$ cat config.mk
export PLATFORM = sky130hd
export DESIGN_NAME = spi_master_ctrl_flat
export DESIGN_NICKNAME = d
export VERILOG_FILES = /design/src/rtl/spi_master_ctrl_if.sv /design/src/rtl/spi_master_ctrl.sv /design/src/flat_wrapper.sv
export SDC_FILE = /design/constraint.sdc
export NUM_CORES = 1
export LEC_CHECK = 0
export BUFFER_PORTS_ARGS = -buffer_cell sky130_fd_sc_hd__buf_2
export CAP_MARGIN = 20
export CORE_UTILIZATION = 50
export CTS_BUF_LIST = sky130_fd_sc_hd__clkbuf_2
export DETAILED_ROUTE_END_ITERATION = 6
export HOLD_SLACK_MARGIN = 0.1
export PLACE_DENSITY_LB_ADDON = 0.2
export SYNTH_ARGS = -nofsm -noshare
export SYNTH_HDL_FRONTEND = slang
export SYNTH_SLANG_ARGS = --single-unit
export TNS_END_PERCENT = 10
$ cat constraint.sdc
create_clock -name clk -period 5 [get_ports clk]
set_input_delay 1 -clock clk [delete_from_list [all_inputs] [get_ports clk]]
set_output_delay 1 -clock clk [all_outputs]
set_load 0.02 [all_outputs]
$ cat src/rtl/spi_master_ctrl_if.sv
// Host-side request/response bundle for spi_master_ctrl.
// master = host view, slave = controller view.
interface spi_master_ctrl_if;
  logic       start;
  logic [9:0] cmd_word;
  logic       busy;
  logic       done;
  logic [7:0] rd_data;
  logic       rd_valid;

  modport master (
    output start, cmd_word,
    input  busy, done, rd_data, rd_valid
  );

  modport slave (
    input  start, cmd_word,
    output busy, done, rd_data, rd_valid
  );
endinterface

$ cat src/rtl/spi_master_ctrl.sv
// Framed SPI master on the system clock: select, command bit, 10-bit word, optional 8-bit read-back.
// Optional abort input enabled by defining SPI_MASTER_ABORT_EN.
module spi_master_ctrl #(
  parameter int unsigned TURNAROUND = 2,
  parameter int unsigned GAP        = 1
) (
  input  logic                 clk,
  input  logic                 rst_n,
  spi_master_ctrl_if.slave     host,
  output logic                 SS_n,
  output logic                 MOSI,
  input  logic                 MISO
`ifdef SPI_MASTER_ABORT_EN
  ,
  input  logic                 abort
`endif
);

  typedef enum logic [2:0] {
    S_IDLE, S_SELECT, S_CMD, S_SHIFT, S_TURN, S_CAPTURE, S_END, S_GAP
  } state_t;

  state_t     state, state_nx;
  logic [9:0] sr;
  logic       is_rd;
  logic [3:0] cnt;
  logic [2:0] tcnt;
  logic [7:0] rx_sr;
  logic [7:0] rd_data_q;
  logic       busy, done, rd_valid;
  logic       abort_req;

`ifdef SPI_MASTER_ABORT_EN
  assign abort_req = abort;
`else
  assign abort_req = 1'b0;
`endif

  always_comb begin
    state_nx = state;
    SS_n     = 1'b0;
    MOSI     = 1'b0;
    busy     = 1'b1;
    done     = 1'b0;
    rd_valid = 1'b0;
    case (state)
      S_IDLE: begin
        SS_n = 1'b1;
        busy = 1'b0;
        if (host.start) state_nx = S_SELECT;
      end
      S_SELECT: begin
        MOSI     = sr[9];
        state_nx = S_CMD;
      end
      S_CMD: begin
        MOSI     = sr[9];
        state_nx = S_SHIFT;
      end
      // sr shifts left during SHIFT, so sr[9] always carries bit 9-cnt
      S_SHIFT: begin
        MOSI = sr[9];
        if (cnt == 4'd9) state_nx = is_rd ? S_TURN : S_END;
      end
      S_TURN: begin
        if (tcnt == 3'(TURNAROUND - 1)) state_nx = S_CAPTURE;
      end
      S_CAPTURE: begin
        if (cnt == 4'd7) state_nx = S_END;
      end
      S_END: begin
        done     = 1'b1;
        rd_valid = is_rd;
        state_nx = S_GAP;
      end
      S_GAP: begin
        SS_n = 1'b1;
        if (tcnt == 3'(GAP - 1)) state_nx = S_IDLE;
      end
      default: state_nx = S_IDLE;
    endcase

    if (abort_req && state != S_IDLE && state != S_GAP) begin
      state_nx = S_GAP;
      done     = 1'b0;
      rd_valid = 1'b0;
    end
  end

  always_ff @(posedge clk or negedge rst_n) begin
    if (!rst_n) begin
      state     <= S_IDLE;
      sr        <= '0;
      is_rd     <= 1'b0;
      cnt       <= '0;
      tcnt      <= '0;
      rx_sr     <= '0;
      rd_data_q <= '0;
    end else begin
      state <= state_nx;

      if (state == S_IDLE && host.start) begin
        sr    <= host.cmd_word;
        is_rd <= (host.cmd_word[9:8] == 2'b11);
      end else if (state == S_SHIFT) begin
        sr <= {sr[8:0], 1'b0};
      end

      if (state_nx != state) begin
        cnt  <= '0;
        tcnt <= '0;
      end else begin
        if (state == S_SHIFT || state == S_CAPTURE) cnt  <= cnt + 4'd1;
        if (state == S_TURN  || state == S_GAP)     tcnt <= tcnt + 3'd1;
      end

      if (state == S_CAPTURE) rx_sr <= {rx_sr[6:0], MISO};

      if (state == S_END && is_rd && !abort_req) rd_data_q <= rx_sr;
    end
  end

  assign host.busy     = busy;
  assign host.done     = done;
  assign host.rd_valid = rd_valid;
  assign host.rd_data  = rd_data_q;

endmodule

$ cat src/flat_wrapper.sv
// flat-port wrapper written by rule: the top's interface ports become plain ports
module spi_master_ctrl_flat 
#(
  parameter int unsigned TURNAROUND = 2,
  parameter int unsigned GAP        = 1
)
  (clk, rst_n, SS_n, MOSI, MISO, host_start, host_cmd_word, host_busy, host_done, host_rd_data, host_rd_valid);
  spi_master_ctrl_if host_i ();
  input  logic clk;
  input  logic rst_n;
  output logic SS_n;
  output logic MOSI;
  input  logic MISO;
  input wire logic [$bits(host_i.start)-1:0] host_start;
  input wire logic [$bits(host_i.cmd_word)-1:0] host_cmd_word;
  output wire logic [$bits(host_i.busy)-1:0] host_busy;
  output wire logic [$bits(host_i.done)-1:0] host_done;
  output wire logic [$bits(host_i.rd_data)-1:0] host_rd_data;
  output wire logic [$bits(host_i.rd_valid)-1:0] host_rd_valid;
  assign host_i.start = host_start;
  assign host_i.cmd_word = host_cmd_word;
  assign host_busy = host_i.busy;
  assign host_done = host_i.done;
  assign host_rd_data = host_i.rd_data;
  assign host_rd_valid = host_i.rd_valid;
  spi_master_ctrl #(.TURNAROUND(TURNAROUND), .GAP(GAP)) u_core (.clk(clk), .rst_n(rst_n), .host(host_i), .SS_n(SS_n), .MOSI(MOSI), .MISO(MISO));
endmodule
==> flow_metrics.py, run 1 <==
metrics = {
    "pwr": {
        "leakagePower_nw": 1.05,
        "switchingPower_mw": 0.264,
        "p_per_area_nw_per_um2": 347,
        "pwr-share-clk": 0.179,
        "power.share.sequential": 0.536,
        "power.share.switching": 0.368,
        "comb_power_share": 0.285,
        "vdd.ir_drop.worst_v": 0.000183,
        "internal_power_mw": 0.455,
    },
    "final_layout": {
        "num-nets-final": 223,
        "antenna_cells_inserted": 0,
        "area_growth_syn_to_layout_pct": 9.60,
        "drive_gt1_frac": 0.255,
        "final_cells": 250,
    },
    "route": {
        "vias_per_cell": 5.42,
        "postRouteAntennaNets": 0,
        "remaining_drc_errors": 0,
        "dr_total_vias": 1354,
        "wl_per_cell_um": 14.0,
        "postRouteWirelength_mm": 3.49,
        "drt-initial-drc-count": 107,
        "firstDrtPassIters": 4,
    },
    "die": {
        "floorplan.core_area_um2": 3470,
        "fp.dieArea_um2": 4030,
        "ioPinCount": 27,
        "chipHeight_um": 63.5,
        "placement_rows": 21,
        "floorplan.die.width_um": 63.5,
        "starting_density_of_the_core": 0.545,
    },
    "synthesis": {
        "mappedNetlistNets": 198,
        "post_synth_edffs": 0,
        "syn_avg_cell_area_um2": 10.6,
        "share_of_flip_flops_with_an_asynchronous_set_or_reset_after_synthesis": 1.00,
        "synth.top_cells.by_area": "sky130_fd_sc_hd__dfrtp_1 (49%), sky130_fd_sc_hd__mux2_2 (10%), sky130_fd_sc_hd__nand2_1 (5.8%), sky130_fd_sc_hd__mux2i_1 (3.7%), sky130_fd_sc_hd__ha_1 (3.3%)",
        "synth-seq-cells": 37,
        "synthesis.instances": 179,
        "dominant_synthesized_flop_cell": "sky130_fd_sc_hd__dfrtp_1",
        "synthDominantCellAreaShare": 0.490,
        "synth_largest_area_cell": "sky130_fd_sc_hd__dfrtp_1",
        "post_synth_num_cell_types": 35,
        "synth.yosys.seq_area_share": 0.490,
        "synth.yosys.warnings": 0,
        "synthesis.area_um2": 1890,
    },
    "worst_setup_path": {
        "worst_ep_required_time_ps": 4000,
        "timing.critical_path.fanout_max": 18,
        "crit-reg2reg-launch": "u_core.state[0]$_DFF_PN0_",
        "launching_element_type_of_the_critical_path": "flip-flop",
        "setup_crit_end_kind": "output port",
        "worstPathArrival_ps": 1980,
        "timing.setup.critical_path_class": "flip-flop to output port",
        "setup.worst_path.start": "u_core.state[2]$_DFF_PN0_",
    },
    "global_route": {
        "grt_usage": 0.199,
        "antenna_found_initial": 0,
        "grt_first_pass_wirelength_mm": 6.15,
        "pin_count_of_the_biggest_net_entering_global_routing": 38,
        "grt_overflow": 0,
        "grt_pass1_vias": 1345,
    },
    "timing": {
        "fin_worst_setup_slack_ps": 2020,
        "clock_skew_ps": 21.6,
        "setup_repair_after_global_routing_missed_its_margin": "no",
        "fin_hold_ws_ps": 500,
        "fin_tns_setup_ps": 0,
        "worst_slew_pin_slew_ps": 805,
        "report.final.slew_viol_count": 0,
        "timing.max_slew.rel_slack": 0.464,
        "timing.final.setup_violations": 0,
        "final.period_utilization": 0.597,
        "final_hold_violation_count": 0,
        "final_period_minus_worst_setup_slack_ps": 2980,
        "fmaxAchievable_mhz": 335,
    },
    "clock_tree": {
        "clk_transition_reported_paths_ps": 190,
        "h_tree_depth": 2,
        "total_cts_buffers": 5,
        "post_cts_resize_count": 0,
        "cts-root-to-sink-buffers": 2,
        "total_of_hold_buffers_inserted_after_clock_tree_synthesis": 0,
        "postCtsSetupRepairBufs": 0,
        "clock_sink_count": 37,
        "tritoncts": "done",
        "clockRootBuffer": "sky130_fd_sc_hd__clkbuf_2",
        "worstSkewPairLatency_ps": 400,
    },
    "worst_hold_path": {
        "timing.hold.worst.class": "flip-flop to flip-flop",
        "min-delay-start": "u_core.sr[2]$_DFFE_PN0P_",
    },
    "placement": {
        "place_hpwl_mm": 2.47,
        "io_buffer_count": 26,
        "detailedPlace.worstSlack_ps": 2450,
        "dp.cells": 243,
        "gpl.final_weighted_congestion": 0.809,
    },
    "run_status": {
        "outcome": "completed",
    },
    "run": {
        "max_cap_viol_count": 0,
    },
}
[power by group through the flow]
stage / registers [mW] / clock network [mW] / logic (mW)
CTS: 0.386 / 0.133 / 0.208
finish: 0.385 / 0.129 / 0.205
floorplan: 0.363 / 0 / 0.185
detailed placement: 0.391 / 0 / 0.207
global placement: 0.387 / 0 / 0.196
global route: 0.394 / 0.142 / 0.232
[through the flow]
step / util / instance area (um2) / total power, mW
after global routing: 0.597 / 2070 / 0.767
final: 0.597 / 2070 / 0.719
after floorplan: - / 1890 / 0.548
after CTS: 0.597 / 2070 / 0.726
after global placement: 0.587 / 2030 / 0.582
after detailed placement: 0.587 / 2030 / 0.599
[per-layer routing]
metal,GRT usage,vias up,routed length [um]
met5,0,-,0
met4,0.0881,0,69
met3,0.0453,8,145
met2,0.310,25,1640
met1,0.263,652,1640
li1,-,669,-
[layout make-up]
cell class | instances | area (um2)
Sequential cell | 37 | 926
Clock buffer | 5 | 25.0
Inverter | 8 | 30.0
Multi-Input combinational cell | 125 | 883
Tap cell | 46 | 57.6
Fill cell | 308 | 1400
Clock inverter | 2 | 11.3
Timing Repair Buffer | 27 | 138
[cells in the mapped netlist (3+ instances only)]
cell                       instances
sky130_fd_sc_hd__xnor2_1           3
sky130_fd_sc_hd__dfrtp_1          37
sky130_fd_sc_hd__mux2i_1           7
sky130_fd_sc_hd__o21ai_0           9
sky130_fd_sc_hd__clkbuf_1          5
sky130_fd_sc_hd__nor2_1            5
sky130_fd_sc_hd__nor2b_1           4
sky130_fd_sc_hd__mux2_2           17
sky130_fd_sc_hd__inv_1             8
sky130_fd_sc_hd__nand2b_1          6
sky130_fd_sc_hd__nand3_1           7
sky130_fd_sc_hd__a22oi_1           7
sky130_fd_sc_hd__and3b_1           3
sky130_fd_sc_hd__o211ai_1          3
sky130_fd_sc_hd__ha_1              5
sky130_fd_sc_hd__nand2_1          29
[worst max-delay path, cell delays in order, from the launching register on]
cell	delay [ps]
sky130_fd_sc_hd__dfrtp_1	710
sky130_fd_sc_hd__nand2_1	190
sky130_fd_sc_hd__nor2_1	170
sky130_fd_sc_hd__nand2_1	260
sky130_fd_sc_hd__inv_1	100
sky130_fd_sc_hd__buf_2	160
[sequential cells by signal, indices dropped and copies added, names as in the netlist]
name	cells
u_core.sr	10
u_core.host.rd_data	8
u_core.rx_sr	8
u_core.cnt	4
u_core.state	3
u_core.tcnt	3
u_core.is_rd	1
[cell usage in the layout (no fill, tap or decap), types with 4 or more instances in the layout]
cell	synthesis	layout
sky130_fd_sc_hd__a22oi_1	7	7
sky130_fd_sc_hd__buf_2	1	26
sky130_fd_sc_hd__clkbuf_2	0	5
sky130_fd_sc_hd__dfrtp_1	37	37
sky130_fd_sc_hd__ha_1	5	5
sky130_fd_sc_hd__inv_1	8	8
sky130_fd_sc_hd__mux2_2	17	17
sky130_fd_sc_hd__mux2i_1	7	7
sky130_fd_sc_hd__nand2_1	29	29
sky130_fd_sc_hd__nand2b_1	6	6
sky130_fd_sc_hd__nand3_1	7	7
sky130_fd_sc_hd__nor2_1	5	5
sky130_fd_sc_hd__nor2b_1	4	4
sky130_fd_sc_hd__o21ai_0	9	9
[worst paths after layout]
check,end,slack [ps],depth (start not counted)
min,u_core.sr[3]$_DFFE_PN0P_,500,2
max in group asynchronous,u_core.rx_sr[4]$_DFFE_PN0P_,3820,1
max,host_rd_valid,2020,5
max reg2reg,u_core.cnt[2]$_DFFE_PN0P_,2860,4
min reg2reg,u_core.sr[3]$_DFFE_PN0P_,500,2
min in group asynchronous,u_core.sr[7]$_DFFE_PN0P_,660,1
[logic make-up after synthesis]
kind of cell	after synthesis	share of synthesized area
buffers and inverters	17	0.0424
and+or+nand+nor	63	0.174
xor gates and xnor gates	3	0.0139
muxes	24	0.138
adders and majority gates	5	0.0331
DFF	37	0.490
AOI/OAI and AO/OA	30	0.108
Note: power is estimated with default switching activity, not from simulation.
==> run 2: changes to the inputs <==
Clock period 5 ns to 2.8 ns, I/O delays scaled along.
==> flow_metrics.py, run 2 (synthesis results as in run 1) <==
metrics = {
    "pwr": {
        "power_mw": 1.38,
        "p_per_area_nw_per_um2": 658,
        "vdd.ir_drop.worst_v": 0.000290,
        "internal_power_mw": 0.907,
        "leakagePower_nw": 1.06,
        "comb_power_share": 0.265,
        "power.share.switching": 0.344,
        "switchingPower_mw": 0.476,
        "power.share.sequential": 0.496,
        "pwr-share-clk": 0.239,
    },
    "run_status": {
        "outcome": "completed",
    },
    "clock_tree": {
        "post_cts_resize_count": 0,
        "worstSkewPairLatency_ps": 390,
        "cts-root-to-sink-buffers": 2,
        "clk_transition_reported_paths_ps": 190,
        "clockRootBuffer": "sky130_fd_sc_hd__clkbuf_2",
        "h_tree_depth": 2,
        "postCtsSetupRepairBufs": 0,
        "clock_sink_count": 37,
        "total_cts_buffers": 5,
        "total_of_hold_buffers_inserted_after_clock_tree_synthesis": 0,
        "tritoncts": "done",
    },
    "final_layout": {
        "final_util": 0.606,
        "antenna_cells_inserted": 0,
        "number_of_flip_flops_in_the_largest_register": 10,
        "regMostFlops": "u_core.sr",
        "final_cell_mix": "sky130_fd_sc_hd__dfrtp_1 (36), sky130_fd_sc_hd__nand2_1 (29), sky130_fd_sc_hd__buf_2 (26), sky130_fd_sc_hd__mux2_2 (17), sky130_fd_sc_hd__o21ai_0 (9)",
        "num-nets-final": 223,
        "final_area_um2": 2100,
        "area_growth_syn_to_layout_pct": 11.3,
        "final_common_cell": "sky130_fd_sc_hd__dfrtp_1",
        "drive_gt1_frac": 0.263,
        "final_cells": 251,
        "layout.filler_cells": 317,
    },
    "timing": {
        "setup_repair_after_global_routing_missed_its_margin": "no",
        "report.final.slew_viol_count": 0,
        "fin_tns_setup_ps": 0,
        "clock_skew_ps": 9.14,
        "final_period_minus_worst_setup_slack_ps": 2530,
        "timing.final.setup_violations": 0,
        "final.period_utilization": 0.905,
        "worst_slew_pin_slew_ps": 799,
        "timing.max_slew.rel_slack": 0.467,
        "fmaxAchievable_mhz": 395,
        "final_hold_violation_count": 0,
    },
    "worst_setup_path": {
        "timing.critical_path.mode_cell": "sky130_fd_sc_hd__nand2_1",
        "timing.setup.critical_path_class": "flip-flop to output port",
        "launching_element_type_of_the_critical_path": "flip-flop",
        "worstPathArrival_ps": 1970,
        "timing.critical_path.slowest_stage_cell": "sky130_fd_sc_hd__dfrtp_1",
        "worst_ep_required_time_ps": 2240,
        "worstSetupPathDepth": 5,
        "worst_path_cell_trace": "nand2_1, nor2_1, nand2_1, inv_1, buf_2",
        "category_of_cells_accounting_for_the_largest_share_of_critical_path_delay": "flip-flops",
        "setup_crit_end_kind": "output port",
        "cp.buffers_inverters": 2,
        "worst_case_reg_to_reg_path_depth": 4,
        "slowest_delay_ps": 670,
        "crit-reg2reg-launch": "u_core.state[0]$_DFF_PN0_",
        "setup.worst_path.start": "u_core.state[1]$_DFF_PN0_",
        "timing.critical_path.fanout_max": 16,
    },
    "route": {
        "vias_per_cell": 5.35,
        "postRouteWirelength_mm": 3.44,
        "remaining_drc_errors": 0,
        "dr_total_vias": 1344,
        "wl_per_cell_um": 13.7,
        "firstDrtPassIters": 4,
        "drt-initial-drc-count": 66,
        "postRouteAntennaNets": 0,
    },
    "worst_hold_path": {
        "timing.hold.worst.class": "primary input to async pin",
    },
    "run": {
        "max_cap_viol_count": 0,
    },
    "global_route": {
        "globalRouteMet1Util": 0.257,
        "use_met2": 0.305,
        "groute.layer.met3.usage": 0.0543,
        "grt_first_pass_wirelength_mm": 5.98,
        "grt_pass1_vias": 1292,
        "grt_usage": 0.193,
        "grt_overflow": 0,
        "pin_count_of_the_biggest_net_entering_global_routing": 38,
        "top_usage_layer": "met2",
        "antenna_found_initial": 0,
    },
    "placement": {
        "gpl.final_weighted_congestion": 0.783,
        "io_buffer_count": 26,
        "dp.cells": 243,
        "place_hpwl_mm": 2.41,
        "placed_cell_area_um2": 2030,
    },
    "die": {
        "ioPinCount": 27,
        "starting_density_of_the_core": 0.545,
        "floorplan.die.width_um": 63.5,
        "placement_rows": 21,
        "chipHeight_um": 63.5,
        "floorplan.core_area_um2": 3470,
        "fp.dieArea_um2": 4030,
    },
}
run 2: cell types whose count changed in the layout (fill, tap and decap cells not counted), sizes merged:
cell    change
bufinv      +1
run 2: layout make-up:
| cell class | count | area, um2 | area share |
|---|---|---|---|
| Clock buffer | 5 | 25.0 | 0.0119 |
| Clock inverter | 3 | 41.3 | 0.0196 |
| Inverter | 8 | 30.0 | 0.0143 |
| Multi-Input combinational cell | 125 | 883 | 0.420 |
| Sequential cell | 37 | 927 | 0.441 |
| Tap cell | 46 | 57.6 | 0.0274 |
| Timing Repair Buffer | 27 | 138 | 0.0655 |
run 2: worst paths after layout:
check	to	slack, ps
max	host_rd_valid	270
max in group asynchronous	u_core.state[2]$_DFF_PN0_	2040
min	u_core.tcnt[1]$_DFFE_PN0P_	220
max reg2reg	u_core.cnt[0]$_DFFE_PN0P_	680
min in group clk	u_core.sr[0]$_DFFE_PN0P_	350
min reg2reg	u_core.sr[3]$_DFFE_PN0P_	510
run 2: stage by stage:
step | setup WS, ps | hold slack [ps]
2_1_floorplan | 815 | 264
3_3_place_gp | 745 | 463
3_5_place_dp | 653 | 463
4_1_cts | 153 | 238
5_1_grt | 4.32 | 269
6_report | 266 | 222
run 2: power groups by stage:
stage          Combinational [mW]  Sequential, mW  Clock, mW
2_1_floorplan               0.331           0.648          0
3_3_place_gp                0.349           0.691          0
3_5_place_dp                0.369           0.696          0
4_1_cts                     0.371           0.686      0.342
5_1_grt                     0.418           0.703      0.362
6_report                    0.366           0.686      0.331
run 2: metal layers:
layer / up-vias / routed length [um]
met4: 0 / 42
met5: - / 0
met3: 5 / 123
met1: 642 / 1670
li1: 671 / -
met2: 26 / 1600
==> run 3: changes to the inputs <==
Settings changed: RECOVER_POWER set to 50.
==> flow_metrics.py, run 3 (synthesis results as in run 1) <==
metrics = {
    "run_status": {
        "outcome": "finished, violations left",
        "failing_checks": "max-capacitance violations, max-slew violations",
    },
    "route": {
        "firstDrtPassIters": 4,
        "postRouteAntennaNets": 0,
        "drt-initial-drc-count": 65,
        "postRouteWirelength_mm": 3.44,
        "vias_per_cell": 5.36,
        "wl_per_cell_um": 13.7,
        "dr_total_vias": 1346,
        "remaining_drc_errors": 0,
    },
    "die": {
        "fp.dieArea_um2": 4030,
        "placement_rows": 21,
        "starting_density_of_the_core": 0.545,
        "floorplan.die.width_um": 63.5,
        "floorplan.core_area_um2": 3470,
        "ioPinCount": 27,
        "chipHeight_um": 63.5,
    },
    "global_route": {
        "pin_count_of_the_biggest_net_entering_global_routing": 38,
        "grt_first_pass_wirelength_mm": 5.98,
        "grt_usage": 0.193,
        "grt_pass1_vias": 1292,
        "grt_overflow": 0,
        "antenna_found_initial": 0,
    },
    "worst_setup_path": {
        "timing.critical_path.fanout_max": 16,
        "worstPathArrival_ps": 1980,
        "timing.setup.critical_path_class": "flip-flop to output port",
        "worst_ep_required_time_ps": 2240,
        "setup_crit_end_kind": "output port",
        "launching_element_type_of_the_critical_path": "flip-flop",
    },
    "final_layout": {
        "regMostFlops": "u_core.sr",
        "area_growth_syn_to_layout_pct": 10.7,
        "antenna_cells_inserted": 0,
        "num-nets-final": 223,
        "number_of_flip_flops_in_the_largest_register": 10,
        "final_common_cell": "sky130_fd_sc_hd__dfrtp_1",
        "final_cell_mix": "sky130_fd_sc_hd__dfrtp_1 (36), sky130_fd_sc_hd__nand2_1 (29), sky130_fd_sc_hd__buf_2 (21), sky130_fd_sc_hd__mux2_2 (17), sky130_fd_sc_hd__o21ai_0 (9)",
        "drive_gt1_frac": 0.234,
    },
    "timing": {
        "worst_slew_pin_slew_ps": 1910,
        "fmaxAchievable_mhz": 394,
        "clock_skew_ps": 9.03,
        "final_period_minus_worst_setup_slack_ps": 2540,
        "final.period_utilization": 0.906,
        "setup_repair_after_global_routing_missed_its_margin": "no",
        "fin_worst_setup_slack_ps": 264,
        "report.final.slew_viol_count": 38,
        "timing.max_slew.rel_slack": -0.274,
        "fin_hold_ws_ps": 353,
        "fin_tns_setup_ps": 0,
        "final_hold_violation_count": 0,
        "timing.final.setup_violations": 0,
    },
    "clock_tree": {
        "clk_transition_reported_paths_ps": 190,
        "worstSkewPairLatency_ps": 390,
        "tritoncts": "done",
        "clockRootBuffer": "sky130_fd_sc_hd__clkbuf_2",
        "total_of_hold_buffers_inserted_after_clock_tree_synthesis": 0,
        "total_cts_buffers": 5,
        "h_tree_depth": 2,
        "clock_sink_count": 37,
        "cts-root-to-sink-buffers": 2,
    },
    "pwr": {
        "vdd.ir_drop.worst_v": 0.000290,
        "power_mw": 1.38,
        "leakagePower_nw": 1.04,
        "p_per_area_nw_per_um2": 661,
    },
    "run": {
        "max_cap_viol_count": 1,
    },
    "placement": {
        "detailedPlace.worstSlack_ps": 653,
        "io_buffer_count": 26,
        "gpl.final_weighted_congestion": 0.783,
        "place_hpwl_mm": 2.41,
    },
    "worst_hold_path": {
        "timing.hold.worst.class": "primary input to flip-flop",
    },
}
[run 3: changes by cell type in the layout (fill, tap and decap cells not counted), sizes merged]
cell    previous run  this run
buf               27        21
clkbuf             5        11
[run 3: report_power, final]
part | switching (mW) | internal, mW
Sequential | 0.0912 | 0.595
Clock | 0.183 | 0.148
Combinational | 0.202 | 0.164
Total | 0.476 | 0.906
[run 3: path summary, 6_finish.rpt]
path / start / slack (ps) / cells past startpoint / endpoint
min in group asynchronous: rst_n / 670 / 1 / u_core.tcnt[1]$_DFFE_PN0P_
max reg2reg: u_core.state[0]$_DFF_PN0_ / 470 / 5 / u_core.cnt[0]$_DFFE_PN0P_
max in group asynchronous: rst_n / 930 / 1 / u_core.state[2]$_DFF_PN0_
max: u_core.state[1]$_DFF_PN0_ / 260 / 5 / host_rd_valid
min reg2reg: u_core.sr[3]$_DFFE_PN0P_ / 510 / 2 / u_core.sr[3]$_DFFE_PN0P_
min: host_cmd_word[0] / 350 / 3 / u_core.sr[0]$_DFFE_PN0P_
[run 3: what timing repair did]
action                                  in CTS  in global routing
resized for setup                            0                  1
endpoints found under the setup margin       0                  1
setup buffers                                0                  0
[run 3: metrics by stage]
step / utilization / instances / cell area (um2)
3_3_place_gp: 0.587 / 243 / 2030
2_1_floorplan: - / 179 / 1890
3_5_place_dp: 0.587 / 243 / 2030
4_1_cts: 0.606 / 251 / 2100
6_report: 0.603 / 251 / 2090
5_1_grt: 0.603 / 251 / 2090
[run 3: cell type report]
class	count	area, um2
inverters	8	30.0
repair buffers	27	128
multi-input cells	125	883
clock inverters	3	41.3
flip-flops and latches	37	927
fillers	323	1380
clock buffers	5	25.0
well taps	46	57.6
[run 3: worst max-delay path, cell delays in order, from the launching register on]
cell                      delay, ps
sky130_fd_sc_hd__dfrtp_1        670
sky130_fd_sc_hd__nand2_1        190
sky130_fd_sc_hd__nor2_1         180
sky130_fd_sc_hd__nand2_1        280
sky130_fd_sc_hd__inv_1          110
sky130_fd_sc_hd__buf_2          160
[run 3: per-layer routing]
metal | share of wire | up-vias | track usage
li1 | - | 670 | -
met1 | 0.49 | 645 | 0.257
met2 | 0.46 | 26 | 0.305
met3 | 0.035 | 5 | 0.0543
met4 | 0.012 | 0 | 0.0597
met5 | 0 | - | 0
